**config.mk**
```make
export PLATFORM = sky130hd
export DESIGN_NAME = load_store_unit
export DESIGN_NICKNAME = d
export VERILOG_FILES = /design/src/rtl/load_store_unit.sv
export SDC_FILE = /design/constraint.sdc
export NUM_CORES = 1
export LEC_CHECK = 0
export ABC_AREA = 1
export CORE_ASPECT_RATIO = 0.8
export CORE_MARGIN = 10
export CORE_UTILIZATION = 35
export CTS_CLUSTER_SIZE = 16
export DETAILED_ROUTE_END_ITERATION = 6
export PLACE_DENSITY = 0.87
export SYNTH_ARGS = -nofsm -noshare
export SYNTH_HDL_FRONTEND = slang
export SYNTH_SLANG_ARGS = --single-unit
```
**constraint.sdc**
```tcl
create_clock -name clk -period 2.2 [get_ports clk]
set_input_delay 0.44 -clock clk [delete_from_list [all_inputs] [get_ports clk]]
set_output_delay 0.44 -clock clk [all_outputs]
set_load 0.03 [all_outputs]
```
**src/rtl/load_store_unit.sv**
```systemverilog
// LDUR/STUR sequencer between the MEM stage and an edge-triggered data memory.
// Define LSU_FAULT_CHECK_EN to reject misaligned or out-of-range addresses.
module load_store_unit #(
  parameter int unsigned ADDR_W = 64,
  parameter int unsigned IDX_W  = 10,
  parameter int unsigned DATA_W = 64
) (
  input  logic              clk,
  input  logic              rst_n,
  input  logic              reqValid,
  output logic              reqReady,
  input  logic              reqWrite,
  input  logic [ADDR_W-1:0] reqAddr,
  input  logic [DATA_W-1:0] reqWData,
  output logic              rspValid,
  output logic [DATA_W-1:0] rspData,
  output logic              rspFault,
  output logic              busy,
  output logic [IDX_W-1:0]  memAddr,
  output logic [DATA_W-1:0] memWriteData,
  output logic              memWrite,
  output logic              memRead,
  input  logic [DATA_W-1:0] memReadData
);

  localparam int unsigned IDX_LSB = 3;
  localparam int unsigned IDX_MSB = IDX_LSB + IDX_W - 1;

`ifdef LSU_FAULT_CHECK_EN
  typedef enum logic [2:0] {
    IDLE   = 3'd0,
    SETUP  = 3'd1,
    STROBE = 3'd2,
    RESP   = 3'd3,
    FAULT  = 3'd4
  } state_t;
`else
  typedef enum logic [2:0] {
    IDLE   = 3'd0,
    SETUP  = 3'd1,
    STROBE = 3'd2,
    RESP   = 3'd3
  } state_t;
`endif

  state_t              state, stateNext;
  logic                isWrite, isWriteNext;
  logic [IDX_W-1:0]    memAddrNext;
  logic [DATA_W-1:0]   memWriteDataNext;
  logic                memReadNext, memWriteNext;
  logic                rspValidNext;
  logic [DATA_W-1:0]   rspDataNext;

`ifdef LSU_FAULT_CHECK_EN
  logic addrFault;
  logic rspFaultNext;
  assign addrFault = (reqAddr[IDX_LSB-1:0] != '0) || (reqAddr[ADDR_W-1:IDX_MSB+1] != '0);
`else
  logic unusedAddrBits;
  assign unusedAddrBits = ^{reqAddr[ADDR_W-1:IDX_MSB+1], reqAddr[IDX_LSB-1:0]};
  assign rspFault = 1'b0;
`endif

  assign reqReady = rst_n && (state == IDLE);
  assign busy     = (state != IDLE);

  // State and all registered outputs; strobes come straight from flops so they never glitch.
  always_ff @(posedge clk) begin
    if (!rst_n) begin
      state        <= IDLE;
      isWrite      <= 1'b0;
      memAddr      <= '0;
      memWriteData <= '0;
      memRead      <= 1'b0;
      memWrite     <= 1'b0;
      rspValid     <= 1'b0;
      rspData      <= '0;
`ifdef LSU_FAULT_CHECK_EN
      rspFault     <= 1'b0;
`endif
    end else begin
      state        <= stateNext;
      isWrite      <= isWriteNext;
      memAddr      <= memAddrNext;
      memWriteData <= memWriteDataNext;
      memRead      <= memReadNext;
      memWrite     <= memWriteNext;
      rspValid     <= rspValidNext;
      rspData      <= rspDataNext;
`ifdef LSU_FAULT_CHECK_EN
      rspFault     <= rspFaultNext;
`endif
    end
  end

  // Next state plus the values each output register takes at the coming edge.
  always_comb begin
    stateNext        = state;
    isWriteNext      = isWrite;
    memAddrNext      = memAddr;
    memWriteDataNext = memWriteData;
    memReadNext      = 1'b0;
    memWriteNext     = 1'b0;
    rspValidNext     = 1'b0;
    rspDataNext      = '0;
`ifdef LSU_FAULT_CHECK_EN
    rspFaultNext     = 1'b0;
`endif
    case (state)
      IDLE: begin
`ifdef LSU_FAULT_CHECK_EN
        if (reqValid && addrFault) begin
          stateNext    = FAULT;
          rspValidNext = 1'b1;
          rspFaultNext = 1'b1;
        end else
`endif
        if (reqValid) begin
          stateNext        = SETUP;
          isWriteNext      = reqWrite;
          memAddrNext      = reqAddr[IDX_MSB:IDX_LSB];
          memWriteDataNext = reqWData;
        end
      end
      SETUP: begin
        stateNext    = STROBE;
        memWriteNext = isWrite;
        memReadNext  = !isWrite;
      end
      STROBE: begin
        stateNext    = RESP;
        rspValidNext = 1'b1;
        rspDataNext  = isWrite ? DATA_W'(0) : memReadData;
      end
      RESP: stateNext = IDLE;
`ifdef LSU_FAULT_CHECK_EN
      FAULT: stateNext = IDLE;
`endif
      default: stateNext = IDLE;
    endcase
  end

endmodule

```
==> qor.csv <==
stage,metric,value,unit
clock_tree,CTS Root Cell,clkbuf_16,
clock_tree,hold buffers post-CTS,0,
floorplanning,Rows,38,
floorplanning,die span in y,126,microns
synth,"Top FF cell, synth",dfxtp_1,
routing,vias per inst,4.49,
floorplanning,Starting Density,36.0,%
critical_path,worst setup path startpoint,state[1]$_SDFFE_PN0P_,
routing,DRC violation count after routing,0,
timing,fin. max-slew vios,0,
synth,Synth Cell Area,4930,sq um
floorplanning,Die Wd,153,microns
finish,diode count,0,
synth,Synth Area per Inst,8.71,sq um
timing,Fin Setup TNS,0,ns
critical_path,critical path required time,1.76,ns
finish,"commonest non-fill, non-tap cell in the layout",clkdlybuf4s50_1,
critical_path,nature of the critical path endpoint,primary output,
finish,share of cells above drive strength 1,7.99,%
finish,register area,2880,sq um
timing,Least-Margin Pin Slew,0.538,ns
flow_run,max cap viols,0,
critical_path,startpoint class of the critical path,flop,
timing,Final period util,93.8,%
timing,Setup-failing EPs final,0,
clock_tree,H-tree depth,4,
grt,GRT overflow,0,
floorplanning,core area,13700,sq um
critical_path,number of cells on the worst reg-to-reg path,6,
synth,"FFs w/ async S/R, synth",0,%
clock_tree,clock buffer count from CTS,17,
floorplanning,IO Pins,340,
routing,final WL,16.9,mm
status,status,"finished, final reports clean",
critical_path,critical path class,flop to primary output,
grt,initial antenna violation count,0,
clock_tree,setup bufs post-CTS,0,
placed_design,Port-buffer cells,284,
routing,Post-DRT Antenna Nets,0,
grt,number of global-route vias before repair,4560,
clock_tree,CTS tree,yes,
timing,Fmax,485,MHz
worst_hold_path,HP Class,flop to flop,
routing,initial drt markers,223,
placed_design,Placer Congestion,0.779,
grt,largest net degree at the start of global routing,50,
floorplanning,Die ar.,19300,sq um
timing,Slew HR,64.1,%
synth,synthesized flop and latch total,144,
finish,Nets,1037,
synth,"Seq/Total Area, Yosys",58.5,%
grt,first-pass GRT wire length,25.8,mm
routing,routed via count,4625,
synth,Synth cell types,17,
grt,GRT Overall Usage,16.9,%
synth,syn_nets,765,
timing,WHS,0.457,ns
critical_path,CP Max Fanout,39,
power,worst vdd ir,0.717,mV
clock_tree,Num Clock Sinks,144,
routing,DR pass1 iterations,6,
synth,Synth Instances,566,
placed_design,detailed placement HPWL,12.4,mm
worst_hold_path,Min-Delay Path Depth,1,
clock_tree,clock latency on the worst-skew pair,0.41,ns
synth,number of synthesized flops with an enable pin,0,
synth,Yosys warning total,0,
finish,Fill cells,1135,
timing,RSZ-0062 raised after global routing,false,
worst_hold_path,Hold Startpoint,isWrite$_SDFFE_PN0P_,
critical_path,Critical Path AT,1.62,ns
critical_path,reg2reg start,state[1]$_SDFFE_PN0P_,
finish,area grow syn2layout,71.4,%
timing,final hold vios,0,
timing,Clock Skew,0.00498,ns
clock_tree,Clock Pin Slew Worst Setup and Hold Paths,0.06,ns
power,PD cells,1140,nW/um^2
power,LEAKAGE,0.00346,uW
routing,drt wl/cell,16.4,microns
finish,Multi-input gate area,1450,sq um
timing,min Tclk post-route,2.06,ns
finish,"commonest non-fill, non-tap cells in the layout","281 x clkdlybuf4s50_1, 144 x dfxtp_1, 76 x nand3_1",
clock_tree,maximum root-to-sink buffer count,2,
## area by class of cell
class / count / share of cell area, %
clock buffer: 20 / 5.40
clock inverter: 12 / 2.43
inverter: 74 / 3.29
multi-input combinational: 307 / 17.2
sequential: 144 / 34.1
tap: 180 / 2.66
timing repair buffer: 294 / 35.0
## what timing repair did
action / in CTS / in global routing
hold endpoints to repair: 0 / 0
gates resized for setup: 2 / 2
setup endpoints to repair: 2 / 1
## where the power goes
group / switching, uW / leakage, uW / internal, uW
logic: 1980 / 0.00197 / 1260
clock network: 1110 / 0.000317 / 2080
registers: 172 / 0.00117 / 3020
## metal layers
| layer | vias to the layer above | routed length, microns | global-route usage [%] |
|---|---|---|---|
| met4 | 0 | 248 | 5.10 |
| met2 | 184 | 8460 | 28.3 |
| met5 | - | 0 | 0 |
| met3 | 17 | 1740 | 8.78 |
| met1 | 2122 | 6450 | 18.3 |
| li1 | 2302 | - | - |
## stage by stage
step	total power [uW]	std cells	util [%]	area (sq um)	setup WS, ns
6_report	9620	1031	61.7	8450	0.137
5_1_grt	10100	1031	61.7	8450	0.00357
4_1_cts	9710	1031	61.7	8450	0.0549
3_5_place_dp	6480	999	56.8	7780	0.341
3_3_place_gp	6440	999	56.8	7780	0.359
2_1_floorplan	5280	566	-	4930	0.733
## worst max-delay path, stage by stage (launching register included)
cell and delay [ns]:
dfxtp_1 0.31, inv_1 0.10, ha_2 0.21, buf_8 0.26, nand2_1 0.11, inv_1 0.06
buf_4 0.15
## Yosys cell counts (2+ instances only)
master / number / area (sq um)
dfxtp_1: 144 / 2880
nand3_1: 76 / 380
inv_1: 72 / 270
nand2_1: 71 / 267
nor2_1: 67 / 251
a21oi_1: 65 / 325
buf_6: 18 / 203
buf_2: 12 / 60.1
a21oi_2: 10 / 87.6
nand2_2: 10 / 62.6
clkbuf_1: 6 / 22.5
buf_4: 5 / 37.5
ha_1: 3 / 37.5
inv_2: 2 / 7.51
nand2_4: 2 / 22.5
nor3_1: 2 / 10.0
## final timing paths
check	end	slack, ns
min reg2reg	memRead$_SDFF_PN0_	0.46
max reg2reg	memWriteData[52]$_SDFFE_PN0P_	0.43
min	memRead$_SDFF_PN0_	0.46
max	reqReady	0.14
## logic make-up (layout without fill, tap and decap cells)
logic type	after synthesis	count (layout)	synth area share, %
compound gates	75	75	8.37
fa+ha+maj	3	3	0.761
buf+inv	115	400	12.2
flops	144	144	58.5
other cells	1	1	0.0760
simple gates	228	228	20.1
## registers in the layout, indices dropped and copies added (netlist names)
name and flops:
state 2, memAddr 10, isWrite 1, rspData 64, memRead 1, rspValid 1, memWriteData 64, memWrite 1
No activity file was read; power rests on OpenSTA's default activity.
